$ cat src/rtl/usart_tx_arbiter.sv
// -----------------------------------------------------------------------------
// usart_tx_arbiter
//
// Shares one byte-wide USART transmitter between NUM_REQ requesters.
// The arbiter has two states:
//   IDLE : looks for pending requesters, picks a winner, latches its byte.
//   SEND : presents the latched byte to the transmitter until it is accepted.
//
// Arbitration is round-robin by default. The search starts one above the most
// recent owner and wraps, so a requester holding req_valid cannot win twice in
// a row while anyone else is waiting.
//
// Build option:
//   USART_TX_ARB_FIXED_PRIORITY_EN - when defined, the lowest-indexed pending
//   requester always wins and no last-grant history is kept.
//
// Parameters:
//   NUM_REQ   number of requesters (2..16)
//   IDX_W     grant index width, $clog2(NUM_REQ)
//
// Ports:
//   comm_clock  in   single clock, rising edge
//   reset       in   synchronous, active-high reset
//   req_valid   in   [NUM_REQ]   per-requester byte pending
//   req_data    in   [8*NUM_REQ] requester i byte on [8i+7:8i]
//   req_ready   out  [NUM_REQ]   one-cycle pulse: requester's byte accepted
//   tx_data     out  [8]         byte to the transmitter
//   tx_valid    out  1           byte valid to the transmitter
//   tx_ready    in   1           transmitter accept pulse
//   busy        out  1           a byte is owned by the arbiter (SEND)
//   grant       out  [IDX_W]     current or most recent owner
// -----------------------------------------------------------------------------
module usart_tx_arbiter #(
  parameter int NUM_REQ = 4,
  parameter int IDX_W   = 2
) (
  input  logic                   comm_clock,
  input  logic                   reset,
  input  logic [NUM_REQ-1:0]     req_valid,
  input  logic [8*NUM_REQ-1:0]   req_data,
  output logic [NUM_REQ-1:0]     req_ready,
  output logic [7:0]             tx_data,
  output logic                   tx_valid,
  input  logic                   tx_ready,
  output logic                   busy,
  output logic [IDX_W-1:0]       grant
);

  typedef enum logic {
    IDLE = 1'b0,
    SEND = 1'b1
  } state_e;

  state_e               state_q;
  logic [7:0]           tx_data_q;
  logic [IDX_W-1:0]     grant_q;
  logic [NUM_REQ-1:0]   req_ready_q;

  // Arbitration result for the current cycle, consumed only in IDLE.
  logic                 any_req_d;
  logic [IDX_W-1:0]     win_idx_d;
  logic [7:0]           win_data_d;

  assign any_req_d = |req_valid;

`ifdef USART_TX_ARB_FIXED_PRIORITY_EN

  // Lowest pending index wins: scan downward so the last hit is the lowest.
  always_comb begin
    // NOTE: every combinational output gets a default before any conditional
    // assignment; otherwise the no-request path would infer a latch.
    win_idx_d = '0;
    for (int i = NUM_REQ - 1; i >= 0; i--) begin
      if (req_valid[i]) begin
        win_idx_d = IDX_W'(i);
      end
    end
  end

`else

  // Reset value makes requester 0 the first candidate after reset.
  localparam logic [IDX_W-1:0] LAST_IDX = IDX_W'(NUM_REQ - 1);

  logic [IDX_W-1:0]     last_grant_q;
  logic [IDX_W-1:0]     cand_d;
  logic                 found_d;

  // Round-robin: candidates last_grant+1, +2, ... wrapping through NUM_REQ-1
  // to 0. The previous owner is visited last, which is what keeps a requester
  // holding req_valid from winning back-to-back against other pending ones.
  always_comb begin
    // NOTE: every combinational output gets a default before any conditional
    // assignment; otherwise the no-request path would infer a latch.
    win_idx_d = '0;
    found_d   = 1'b0;
    cand_d    = '0;
    for (int k = 1; k <= NUM_REQ; k++) begin
      cand_d = IDX_W'((int'(last_grant_q) + k) % NUM_REQ);
      if (!found_d && req_valid[cand_d]) begin
        win_idx_d = cand_d;
        found_d   = 1'b1;
      end
    end
  end

  // Grant history lives in its own register so the FSM below stays identical
  // in both builds. It only moves when a byte is actually accepted, so a
  // reset-abandoned byte does not count as a turn.
  always_ff @(posedge comm_clock) begin
    if (reset) begin
      last_grant_q <= LAST_IDX;
    end else if (state_q == SEND && tx_ready) begin
      last_grant_q <= grant_q;
    end
  end

`endif

  // Byte mux for the winner. Compared against constant indices so the part
  // select never depends on a variable width.
  always_comb begin
    win_data_d = 8'h00;
    for (int i = 0; i < NUM_REQ; i++) begin
      if (win_idx_d == IDX_W'(i)) begin
        win_data_d = req_data[8*i +: 8];
      end
    end
  end

  // Main FSM. Reset is checked first so it wins over a coincident tx_ready:
  // the byte is abandoned and no req_ready pulse is produced.
  always_ff @(posedge comm_clock) begin
    if (reset) begin
      // NOTE: sequential state uses non-blocking assignments so every register
      // samples pre-edge values regardless of statement order.
      state_q     <= IDLE;
      tx_data_q   <= 8'h00;
      grant_q     <= '0;
      req_ready_q <= '0;
    end else begin
      // req_ready is a single-cycle pulse; clear it unless set below.
      req_ready_q <= '0;
      case (state_q)
        IDLE: begin
          // tx_ready is ignored here by construction.
          if (any_req_d) begin
            tx_data_q <= win_data_d;
            grant_q   <= win_idx_d;
            state_q   <= SEND;
          end
        end
        SEND: begin
          // tx_data_q and grant_q are held; req_valid/req_data changes of the
          // owner are not looked at until the byte is accepted.
          if (tx_ready) begin
            req_ready_q[grant_q] <= 1'b1;
            state_q              <= IDLE;
          end
        end
      endcase
    end
  end

  assign tx_valid  = (state_q == SEND);
  assign busy      = (state_q == SEND);
  assign tx_data   = tx_data_q;
  assign grant     = grant_q;
  assign req_ready = req_ready_q;

endmodule
$ cat config.mk
export PLATFORM = sky130hd
export DESIGN_NAME = usart_tx_arbiter
export DESIGN_NICKNAME = d
export VERILOG_FILES = /design/src/rtl/usart_tx_arbiter.sv
export SDC_FILE = /design/constraint.sdc
export NUM_CORES = 1
export LEC_CHECK = 0
export BUFFER_PORTS_ARGS = -buffer_cell sky130_fd_sc_hd__buf_4
export CORE_UTILIZATION = 43
export CTS_BUF_LIST = sky130_fd_sc_hd__clkbuf_4 sky130_fd_sc_hd__clkbuf_8 sky130_fd_sc_hd__clkbuf_16
export DETAILED_ROUTE_END_ITERATION = 16
export GPL_TIMING_DRIVEN = 0
export HOLD_SLACK_MARGIN = 0.03
export PLACE_DENSITY = 0.8
export SLEW_MARGIN = 30
export SYNTH_ARGS = -nofsm -noshare
export SYNTH_HDL_FRONTEND = slang
export SYNTH_SLANG_ARGS = --single-unit
export TNS_END_PERCENT = 30
$ cat constraint.sdc
create_clock -name comm_clock -period 2.4 [get_ports comm_clock]
set_input_delay 0.48 -clock comm_clock [delete_from_list [all_inputs] [get_ports comm_clock]]
set_output_delay 0.48 -clock comm_clock [all_outputs]
set_load 0.02 [all_outputs]
* Word-level counts from Yosys, hierarchy flattened
Index checks and enable logic that the tools add are counted.
Word-level totals: flip-flop bits (word level) 17
Cells by class: equality and inequality tests 3, mux-type cells 24, bitwise operators 2, $add $sub $neg 4, reductions and logical operators 12, magnitude comparators 6
Operator list (count):
- 8-bit 2-to-1 mux | 4
- 2-bit by 3-bit less-than comparator with 1-bit output (second input constant) | 5
- 1-bit 2-to-1 mux | 10
- 1-bit binary-select mux with 2-bit select | 4
- 2-bit 2-to-1 mux | 4
- 1-bit logical AND | 5
- 2-bit by 1-bit adder with 2-bit output (second input constant) | 2
- 2-bit adder (second input constant) | 2
- 2-bit == test (second input constant) | 2
- 4-bit OR reduction | 1
- 1-bit logical NOT | 3
- 3-bit OR reduction | 1
- 1-bit demux with 2-bit select | 1
- 2-bit by 1-bit == test with 1-bit output (second input constant) | 1
- 2-bit by 1-bit greater-or-equal comparator with 1-bit output (second input constant) | 1
- 2-bit logical NOT | 1
- 1-bit inverter | 2
- 1-bit case mux with 2 select lines | 1
- 2-bit AND reduction | 1

* Logic depth before layout (Yosys ltp)
Gate-level depths: netlist of the first run.
word-level depth 18, depth in mapped cells 6, mapped depth without buffers 5

* Least setup slack after synthesis of the first run
OpenSTA, ideal clock, no wires.
path kind input -> register, from input req_valid[2], to register tx_data_q[6] (netlist: tx_data[6]), slack 0.585 ns, setup time 0.122 ns, arrival time 1.693 ns, buffers on the path 1, cell stages on the path 6, path through nand2b_1 > a21o_1 > buf_4 > nand3_4 > mux2_4 > a221o_1
Between the ends: word-level cells in the longest chain between the ends 17
RTL lines:
- start: declaration | RTL line 39 | input logic [NUM_REQ-1:0] req_valid,
- 1-bit binary-select mux with 2-bit select | RTL line 100 | if (!found_d && req_valid[cand_d]) begin
- 1-bit 2-to-1 mux (not written as such) | RTL line 100
- 1-bit 2-to-1 mux | RTL line 100
- 1-bit logical NOT | RTL line 100
- 1-bit logical AND | RTL line 100
- 1-bit 2-to-1 mux | RTL line 100
- 1-bit logical NOT | RTL line 100
- 1-bit logical AND | RTL line 100
- 1-bit 2-to-1 mux | RTL line 100
- 1-bit logical NOT | RTL line 100
- 1-bit logical AND | RTL line 100
- 2-bit 2-to-1 mux | RTL line 100
- 2-bit logical NOT | RTL line 125 | if (win_idx_d == IDX_W'(i)) begin
- 8-bit 2-to-1 mux (4 in series) | RTL line 125
- end signal: assignment | RTL line 148 | tx_data_q <= win_data_d;
- end: declaration | RTL line 55 | logic [7:0] tx_data_q;
Several ways; a longest one is shown, not always the timed one. The select of a mux whose other input is x is not followed. A chain may end at the register's enable or synchronous reset.

* Worst setup path in the final report of the first run
from register last_grant_q[1], to register tx_data_q[6] (netlist: tx_data[6])
Between the ends: word-level cells in the longest chain between the ends 18
RTL lines:
- start: declaration | RTL line 85 | logic [IDX_W-1:0] last_grant_q;
- start signal: assignment | RTL line 114 | last_grant_q <= grant_q;
- 2-bit by 1-bit adder with 2-bit output | RTL line 99 | cand_d = IDX_W'((int'(last_grant_q) + k) % NUM_REQ);
- 1-bit binary-select mux with 2-bit select | RTL line 100
- 1-bit 2-to-1 mux (not written as such) | RTL line 100
- 1-bit 2-to-1 mux | RTL line 100
- 1-bit logical NOT | RTL line 100
- 1-bit logical AND | RTL line 100
- 1-bit 2-to-1 mux | RTL line 100
- 1-bit logical NOT | RTL line 100
- 1-bit logical AND | RTL line 100
- 1-bit 2-to-1 mux | RTL line 100
- 1-bit logical NOT | RTL line 100
- 1-bit logical AND | RTL line 100
- 2-bit 2-to-1 mux (*) | RTL line 100
- 2-bit logical NOT | RTL line 125
- 8-bit 2-to-1 mux (3 in series) | RTL line 125
- 8-bit 2-to-1 mux (*) | RTL line 125
Every way passes the cells marked *; elsewhere a longest branch is shown, timed or not. The select of a mux whose other input is x is not followed.

==> flow_metrics.env, run 1 <==
export IMPL_number_of_setup_violations_in_the_final_report=0
export IMPL_fp_row_count=16
export IMPL_timing_final_crit_share_pct=81.6
export IMPL_wl_per_cell_microns=15.4
export IMPL_worstPathBufferInverterCount=1
export IMPL_cts_buffers_inserted=3
export IMPL_cts_htree_levels=1
export IMPL_grt_first_pass_wirelength_microns=4560
export IMPL_outcome="completed"
export IMPL_timing_critical_path_slowest_stage_cell="nor4_2"
export IMPL_power_per_cell_area_mw_per_mm2=522
export IMPL_drt_pass_1_iters=4
export IMPL_drtIter0Drc=25
export IMPL_grt_setup_unrepaired="no"
export IMPL_ctsLongestPathBuffers=2
export IMPL_maxSlewHeadroom_pct=41.6
export IMPL_cap_viol_max_count=0
export IMPL_critical_path_cell_by_cell="buf_2, nor3b_1, nor2_1, nor4_2, a221o_1"
export IMPL_fp_dieW_microns=49.4
export IMPL_post_route_min_period_ns=1.96
export IMPL_synth_fp_nets=138
export IMPL_critPathRequiredTime_ns=2.66
export IMPL_finalSetupTns_ns=0
export IMPL_fmaxAchievable_mhz=511
export IMPL_postLayoutSetupSlackWorst_ns=0.442
export IMPL_clock_insertion_delay_worst_skew_ns=0.31
export IMPL_critPathArrivalTime_ns=2.22
export IMPL_core_sq_mm=0.00204
export IMPL_number_of_buffers_inserted_to_repair_setup_after_cts=0
export IMPL_finish_net_count=197
export IMPL_mappedNetlistArea_sq_um=967
export IMPL_clock_sinks=17
export IMPL_cts_hold_repair_buffers=0
export IMPL_min_path_type="input port to register"
export IMPL_cts_resized=0
export IMPL_dp_hpwl_microns=2120
export IMPL_whs_endpoint="busy"
export IMPL_netlist_cell_type_count=31
export IMPL_hold_viol_final=0
export IMPL_overflow=0
export IMPL_via_count=1073
export IMPL_synth_seq_area_share_pct=35.2
export IMPL_initial_core_utilization_pct=47.4
export IMPL_timing_final_max_slew_violations=0
export IMPL_antenna_cells_inserted=0
export IMPL_synthesis_area_per_instance_sq_um=9.77
export IMPL_clk_pin_slew_ns=0.11
export IMPL_grt_util_all_layers_pct=24.2
export IMPL_post_route_drc_count=0
export IMPL_initial_antenna_violation_count=0
export IMPL_reg2reg_depth=5
export IMPL_postSynthRegisterBits=17
export IMPL_critical_path_fanout_max=8
export IMPL_design_portCount=55
export IMPL_final_fill_count=169
export IMPL_placement_io_buffers=54
export IMPL_syn2layout_area_growth_pct=48.3
export IMPL_postRouteAntennaNets=0
export IMPL_start_kind="register"
export IMPL_critical_path_start_end_classification="register to register"
export IMPL_drive_above_1_share_pct=47.8
export IMPL_timing_critical_path_max_delay_family="simple AND/OR/NAND/NOR gates"
export IMPL_max_vdd_ir_drop_uv=399
export IMPL_dp_cells=180
export IMPL_crit_path_end_kind="register"
export IMPL_first_global_vias=1036
export IMPL_detail_route_vias_per_cell=5.83
export IMPL_die_area_sq_mm=0.00244
export IMPL_r2r_start="last_grant_q[1]"
export IMPL_root_buffer="clkbuf_4"
export IMPL_worstReg2RegEnd="tx_data[6]"
export IMPL_preCtsSetupSlack_ns=0.258
export IMPL_yosys_warnings=0
export IMPL_timing_hold_worst_start="tx_ready"
export IMPL_slew_worst_pin_ns=0.869
export IMPL_gp_routability_congestion=0.766
export IMPL_die_height_microns=49.4
export IMPL_syn_instance_count=99
export IMPL_finish_cell_count_without_fillers=184
export IMPL_tritoncts="built"
export IMPL_final_setup_skew_ns=0.00737
export IMPL_critical_path_max_stage_delay_ns=0.73
export IMPL_critPathLaunch="last_grant_q[1]"
export IMPL_worstHoldPathCells=2
export IMPL_wirelength_microns=2840
export IMPL_maximum_number_of_pins_on_one_net_before_global_route_repair=11
export IMPL_leakage_nw=0.649
export IMPL_r2r_slack_ns=0.44
cells in the mapped netlist:
master | instances | area share, %
dfxtp_1 | 17 | 35
a21oi_1 | 9 | 4.7
a221o_1 | 8 | 8.3
nand4_1 | 8 | 5.2
o31ai_1 | 8 | 6.2
mux2_2 | 7 | 8.2
nor2_1 | 7 | 2.7
a211o_1 | 2 | 1.8
and3_1 | 2 | 1.3
buf_2 | 2 | 1.0
buf_4 | 2 | 1.6
clkbuf_1 | 2 | 0.78
mux2i_1 | 2 | 2.1
nand2b_1 | 2 | 1.3
nor2b_1 | 2 | 1.3
nor4_1 | 2 | 1.3
nor4b_1 | 2 | 1.8
o21a_1 | 2 | 1.6
a211oi_1 | 1 | 0.78
a21o_1 | 1 | 0.78
mux2_4 | 1 | 1.6
nand2_1 | 1 | 0.39
nand3_4 | 1 | 1.8
nor2b_4 | 1 | 1.4
nor3b_1 | 1 | 0.78
nor4_2 | 1 | 1.3
nor4bb_1 | 1 | 1.0
o21ai_2 | 1 | 0.91
o21ai_4 | 1 | 1.7
o22ai_1 | 1 | 0.65
or4_1 | 1 | 0.78
worst register-to-register path, stage by stage, from the launching register on:
cell and delay [ns]:
dfxtp_1 0.32, buf_2 0.18, nor3b_1 0.26, nor2_1 0.11, nor4_2 0.73, a221o_1 0.29
logic make-up after synthesis:
logic type	count (synthesis)	synth area share [%]
multiplexers	10	11.8
AND/OR/NAND/NOR	32	22.4
flip-flops	17	35.2
AO/OA/AOI/OAI	34	27.3
buffers and inverters	6	3.36
layout by cell type (no fill, tap or decap):
cell	count
buf_4	56
dfxtp_1	17
a21oi_1	9
nand4_1	8
o31ai_1	8
a221o_1	8
nor2_1	7
mux2_2	7
clkbuf_4	3
clkbuf_1	2
nor4b_1	2
nor4_1	2
and3_1	2
a211o_1	2
buf_2	2
nand2b_1	2
nor2b_1	2
o21a_1	2
mux2i_1	2
nand2_1	1
nor2b_4	1
nor3b_1	1
o22ai_1	1
nor4_2	1
o21ai_2	1
o21ai_4	1
a21o_1	1
nand3_4	1
mux2_4	1
or4_1	1
a211oi_1	1
nor4bb_1	1
clkinv_2	1
metal layers:
metal / track usage [%] / wire [microns] / vias up
met3: 4.67 / 208 / 5
li1: - / - / 516
met5: 0 / 0 / -
met2: 44.7 / 1430 / 46
met1: 27.1 / 1160 / 506
met4: 8.57 / 37 / 0
report_power, final:
| part | internal, W | switching [W] |
|---|---|---|
| Combinational | 0.000134 | 0.000123 |
| Clock | 0.0000623 | 0.000103 |
| Sequential | 0.000308 | 0.0000195 |
| Total | 0.000504 | 0.000245 |
final cells by class:
cell class                 instances  area [sq um]  share of cell area [%]
sequential                        17           340                    23.7
clock buffer                       3          22.5                    1.57
tap                               27          33.8                    2.36
multi-input combinational         76           594                    41.4
timing repair buffer              54           405                    28.3
clock inverter                     1          5.00                   0.349
buffer                             6          32.5                    2.27
worst max path at each step:
stage	end	slack [ns]	cells after the start
after detailed placement	tx_data[6]	0.26	6
after global routing	tx_data[6]	0.36	5
final	tx_data[6]	0.44	5
after floorplan	tx_data[6]	0.58	6
after CTS	tx_data[6]	0.43	5
after global placement	tx_data[6]	0.28	6
sequential cells by signal (all words and copies together) (netlist names):
| signal | flops |
|---|---|
| tx_data | 8 |
| busy | 1 |
| grant | 2 |
| req_ready | 4 |
| last_grant_q | 2 |
per-stage QoR:
| stage | utilization [%] | hold slack (ns) | instance area (sq um) | power (W) |
|---|---|---|---|---|
| finish | 70.2 | 0.358 | 1430 | 0.000749 |
| global route | 70.2 | 0.369 | 1430 | 0.000784 |
| CTS | 70.2 | 0.359 | 1430 | 0.000750 |
| detailed placement | 68.9 | 0.480 | 1410 | 0.000589 |
| global placement | 68.9 | 0.475 | 1410 | 0.000581 |
| floorplan | - | 0.513 | 967 | 0.000474 |
Power figures use the tool's default switching activity.
==> run 2, diff against run 1 <==
==> constraint.sdc (replaced) <==
create_clock -name comm_clock -period 1.92 [get_ports comm_clock]
set_input_delay 0.384 -clock comm_clock [delete_from_list [all_inputs] [get_ports comm_clock]]
set_output_delay 0.384 -clock comm_clock [all_outputs]
set_load 0.02 [all_outputs]
==> run 2 against run 1 <==
Sequential share of layout area fell by 0.12 points. Via count fell by 2.0%. Final cell count is the same. First-iteration DRC count down 8.0%. Largest cell class unchanged. Largest power group unchanged.
==> flow_metrics.env, run 2 (synthesis results as in run 1) <==
export IMPL_outcome="completed"
export IMPL_worstHoldPathCells=2
export IMPL_final_setup_skew_ns=0.00499
export IMPL_cts_htree_levels=1
export IMPL_maximum_number_of_pins_on_one_net_before_global_route_repair=11
export IMPL_design_portCount=55
export IMPL_layout_cells_most_common="buf_4"
export IMPL_finish_cell_count_without_fillers=184
export IMPL_r2r_start="last_grant_q[0]"
export IMPL_syn2layout_area_growth_pct=49.5
export IMPL_fmaxAchievable_mhz=552
export IMPL_largest_register_ffs=8
export IMPL_grt_setup_unrepaired="no"
export IMPL_post_route_min_period_ns=1.81
export IMPL_finalSetupTns_ns=0
export IMPL_cap_viol_max_count=0
export IMPL_worstReg2RegEnd="tx_data[6]"
export IMPL_critical_path_start_end_classification="register to register"
export IMPL_postRouteAntennaNets=0
export IMPL_wirelength_microns=2840
export IMPL_clk_pin_slew_ns=0.11
export IMPL_final_cell_mix="buf_4, dfxtp_1, a21oi_1"
export IMPL_drive_above_1_share_pct=49.0
export IMPL_core_sq_mm=0.00204
export IMPL_critPathRequiredTime_ns=2.12
export IMPL_fin_hold_ws_ns=0.265
export IMPL_r2r_slack_ns=0.11
export IMPL_wl_per_cell_microns=15.4
export IMPL_die_height_microns=49.4
export IMPL_maxSlewHeadroom_pct=53.8
export IMPL_clock_insertion_delay_worst_skew_ns=0.30
export IMPL_gp_routability_congestion=0.766
export IMPL_placement_io_buffers=54
export IMPL_timing_final_crit_share_pct=94.4
export IMPL_die_area_sq_mm=0.00244
export IMPL_ctsLongestPathBuffers=2
export IMPL_finish_net_count=197
export IMPL_via_count=1052
export IMPL_finish_utilization_pct=70.8
export IMPL_crit_path_end_kind="register"
export IMPL_grt_util_all_layers_pct=24.3
export IMPL_fp_row_count=16
export IMPL_antenna_cells_inserted=0
export IMPL_slew_worst_pin_ns=0.686
export IMPL_initial_core_utilization_pct=47.4
export IMPL_dp_hpwl_microns=2120
export IMPL_drtIter0Drc=23
export IMPL_timing_hold_worst_start="tx_ready"
export IMPL_critical_path_fanout_max=9
export IMPL_hold_viol_final=0
export IMPL_number_of_setup_violations_in_the_final_report=0
export IMPL_post_route_drc_count=0
export IMPL_met2WireLength_microns=1440
export IMPL_fp_dieW_microns=49.4
export IMPL_tritoncts="built"
export IMPL_max_vdd_ir_drop_uv=502
export IMPL_root_buffer="clkbuf_4"
export IMPL_initial_antenna_violation_count=0
export IMPL_reg2reg_depth=6
export IMPL_timing_final_max_slew_violations=0
export IMPL_drt_pass_1_iters=4
export IMPL_detail_route_vias_per_cell=5.72
export IMPL_first_global_vias=1042
export IMPL_routed_wl_met3_microns=217
export IMPL_topRoutingLayerUsed="met4"
export IMPL_cts_buffers_inserted=3
export IMPL_power_per_cell_area_mw_per_mm2=650
export IMPL_min_path_type="input port to register"
export IMPL_leakage_nw=0.650
export IMPL_dp_cells=180
export IMPL_drt_met1_wl_microns=1150
export IMPL_critPathArrivalTime_ns=2.02
export IMPL_grt_first_pass_wirelength_microns=4590
export IMPL_whs_endpoint="busy"
export IMPL_clock_sinks=17
export IMPL_overflow=0
export IMPL_start_kind="register"
export IMPL_cts_hold_repair_buffers=0
## run 2: area by class of cell
cell class	count	area [sq um]
multi-input combinational	76	606
fill	164	596
timing repair buffer	54	405
tap	27	33.8
buffer	6	32.5
clock inverter	1	5.00
clock buffer	3	22.5
sequential	17	342
## run 2: how the worst max path moves through the flow
stage,cells after the start,start,to
after floorplan,6,req_valid[2],tx_data[6]
after global placement,6,req_valid[3],tx_data[6]
after detailed placement,6,req_valid[3],tx_data[6]
after CTS,5,req_valid[3],tx_data[5]
after global routing,6,last_grant_q[0],tx_data[6]
final,6,last_grant_q[0],tx_data[6]
## run 2: timing repair
| action | in CTS | in global routing |
|---|---|---|
| buffers inserted | 0 | 0 |
| pin swaps | 0 | 0 |
| gates resized for setup | 1 | 2 |
| setup endpoints to repair | 8 | 8 |
| cloned | 0 | 0 |
## run 2: through the flow
step | power [W] | cell area [sq um] | setup slack, ns
global placement | 0.000726 | 1410 | -0.107
detailed placement | 0.000736 | 1410 | -0.126
global route | 0.000985 | 1450 | 0.0262
finish | 0.000940 | 1450 | 0.108
floorplan | 0.000593 | 967 | 0.201
CTS | 0.000941 | 1440 | 0.0545
## run 2: worst max-delay path, cell delays in order (launching register included)
cell and delay (ns):
dfxtp_2 0.36, nand2b_1 0.17, a21o_1 0.17, buf_4 0.17, nand3_4 0.18, mux2_4 0.32, a221o_1 0.35
## run 2: power by group
| part | leakage, nW | internal [W] | switching [W] |
|---|---|---|---|
| Sequential | 0.140 | 0.000385 | 0.0000250 |
| Clock | 0.0177 | 0.0000778 | 0.000128 |
| Combinational | 0.492 | 0.000170 | 0.000155 |
| Total | 0.650 | 0.000632 | 0.000308 |
## run 2: metal layers
metal,vias to the layer above,GRT usage [%]
li1,515,-
met1,486,27.3
met2,46,45.0
met3,5,4.67
met4,0,8.57
met5,-,0
==> run 3, diff against run 2 <==
--- a/config.mk
+++ b/config.mk
@@ -5,7 +5,7 @@
 export SDC_FILE = /design/constraint.sdc
 export NUM_CORES = 1
 export LEC_CHECK = 0
-export BUFFER_PORTS_ARGS = -buffer_cell sky130_fd_sc_hd__buf_4
+export BUFFER_PORTS_ARGS = -buffer_cell sky130_fd_sc_hd__buf_2
 export CORE_UTILIZATION = 43
 export CTS_BUF_LIST = sky130_fd_sc_hd__clkbuf_4 sky130_fd_sc_hd__clkbuf_8 sky130_fd_sc_hd__clkbuf_16
 export DETAILED_ROUTE_END_ITERATION = 16
==> run 3 against run 2 <==
Worst hold slack gained 0.030 ns. Wire length is 4.4% lower. Setup slack worse by 0.015 ns. Register-to-register slack got worse by 0.02 ns. Final area shrank 9.2%. Non-clock buffer count unchanged. Die area stayed put. First-iteration DRC count down 26%. Critical path type unchanged. Critical endpoint unchanged. Largest cell class unchanged. Highest routed layer unchanged.
==> flow_metrics.env, run 3 (synthesis results as in run 1) <==
export IMPL_drtIter0Drc=17
export IMPL_wl_per_cell_microns=14.7
export IMPL_clock_insertion_delay_worst_skew_ns=0.29
export IMPL_die_area_sq_mm=0.00244
export IMPL_initial_antenna_violation_count=0
export IMPL_worstHoldPathCells=2
export IMPL_cts_buffers_inserted=3
export IMPL_final_cell_mix="buf_2, dfxtp_1, a21oi_1"
export IMPL_timing_final_max_slew_violations=0
export IMPL_detail_route_vias_per_cell=5.71
export IMPL_postRouteAntennaNets=0
export IMPL_design_portCount=55
export IMPL_critical_path_fanout_max=9
export IMPL_die_height_microns=49.4
export IMPL_placedInstanceArea_sq_mm=0.00127
export IMPL_clock_sinks=17
export IMPL_critical_path_start_end_classification="register to register"
export IMPL_r2r_slack_ns=0.09
export IMPL_min_path_type="input port to register"
export IMPL_root_buffer="clkbuf_4"
export IMPL_crit_path_end_kind="register"
export IMPL_placement_io_buffers=54
export IMPL_syn2layout_area_growth_pct=35.8
export IMPL_wirelength_microns=2710
export IMPL_clk_pin_slew_ns=0.12
export IMPL_max_vdd_ir_drop_uv=421
export IMPL_preCtsSetupSlack_ns=-0.182
export IMPL_critPathArrivalTime_ns=2.02
export IMPL_ctsLongestPathBuffers=2
export IMPL_post_route_min_period_ns=1.83
export IMPL_finish_net_count=197
export IMPL_dp_hpwl_microns=2060
export IMPL_largest_register_ffs=8
export IMPL_number_of_buffers_inserted_to_repair_setup_after_cts=0
export IMPL_critical_path_max_stage_delay_ns=0.42
export IMPL_hold_viol_final=0
export IMPL_fp_row_count=16
export IMPL_core_sq_mm=0.00204
export IMPL_timing_critical_path_slowest_stage_cell="dfxtp_1"
export IMPL_critPathRequiredTime_ns=2.12
export IMPL_leakage_nw=0.615
export IMPL_antenna_cells_inserted=0
export IMPL_critical_path_cell_by_cell="nand2b_1, a21o_1, buf_4, nand3_4, mux2_4, a221o_1"
export IMPL_initial_core_utilization_pct=47.4
export IMPL_postLayoutCellArea_sq_mm=0.00131
export IMPL_grt_setup_unrepaired="no"
export IMPL_postLayoutSetupSlackWorst_ns=0.0925
export IMPL_grt_util_all_layers_pct=23.5
export IMPL_first_global_vias=1017
export IMPL_tritoncts="built"
export IMPL_gp_routability_congestion=0.738
export IMPL_final_setup_skew_ns=0.00743
export IMPL_start_kind="register"
export IMPL_fp_dieW_microns=49.4
export IMPL_drt_pass_1_iters=6
export IMPL_via_count=1051
export IMPL_final_fill_count=189
export IMPL_layout_cells_most_common="buf_2"
export IMPL_reg2reg_depth=6
export IMPL_design_power_total_w=0.000893
export IMPL_overflow=0
export IMPL_cts_htree_levels=1
export IMPL_cap_viol_max_count=0
export IMPL_maximum_number_of_pins_on_one_net_before_global_route_repair=11
export IMPL_timing_final_crit_share_pct=95.2
export IMPL_number_of_setup_violations_in_the_final_report=0
export IMPL_power_per_cell_area_mw_per_mm2=679
export IMPL_slew_worst_pin_ns=0.651
export IMPL_drive_above_1_share_pct=48.4
export IMPL_maxSlewHeadroom_pct=56.6
export IMPL_grt_first_pass_wirelength_microns=4530
export IMPL_post_route_drc_count=0
export IMPL_outcome="completed"
export IMPL_fmaxAchievable_mhz=547
[run 3: layer usage]
metal | GRT usage [%] | wire length (microns) | part of all wire (%)
met2 | 44.3 | 1380 | 51
met3 | 5.61 | 172 | 6.3
met1 | 26.3 | 1140 | 42
met5 | 0 | 0 | 0
met4 | 5.24 | 20 | 0.74
[run 3: power breakdown]
part	internal (W)	switching, W
registers	0.000384	0.0000243
logic	0.000132	0.000150
clock network	0.0000774	0.000124
total	0.000594	0.000299
[run 3: path summary, 6_finish.rpt]
check	from	to
worst min-delay path	tx_ready	busy
worst max-delay path	last_grant_q[0]	tx_data[6]
worst min register to register	tx_data[1]	tx_data[1]
worst max register to register	last_grant_q[0]	tx_data[6]
[run 3: cell type report]
class,instances,area [sq um],area share (%)
Multi-Input combinational cell,76,609,46.4
Clock inverter,1,5.00,0.381
Tap cell,27,33.8,2.57
Sequential cell,17,340,25.9
Timing Repair Buffer,54,270,20.6
Clock buffer,3,22.5,1.71
Buffer,6,32.5,2.48
[run 3: worst max-delay path, delay by kind of cell, from the launching register on]
kind | cells | cell delay [ns]
compound gates | 2 | 0.46
flops | 1 | 0.42
mux | 1 | 0.35
simple gates | 2 | 0.33
buf+inv | 1 | 0.16
[run 3: timing repair]
action,CTS,global route
setup endpoints to repair,8,8
hold buffers,0,0
hold endpoints to repair,0,0
gates cloned,0,0
resized for setup,1,1
[run 3: stage by stage]
step | hold WS, ns | utilization (%) | instances | setup TNS (ns)
global route | 0.297 | 64.3 | 184 | 0
finish | 0.295 | 64.3 | 184 | 0
floorplan | 0.479 | - | 99 | 0
detailed placement | 0.465 | 62.3 | 180 | -1.20
global placement | 0.462 | 62.3 | 180 | -0.642
CTS | 0.296 | 64.0 | 184 | 0
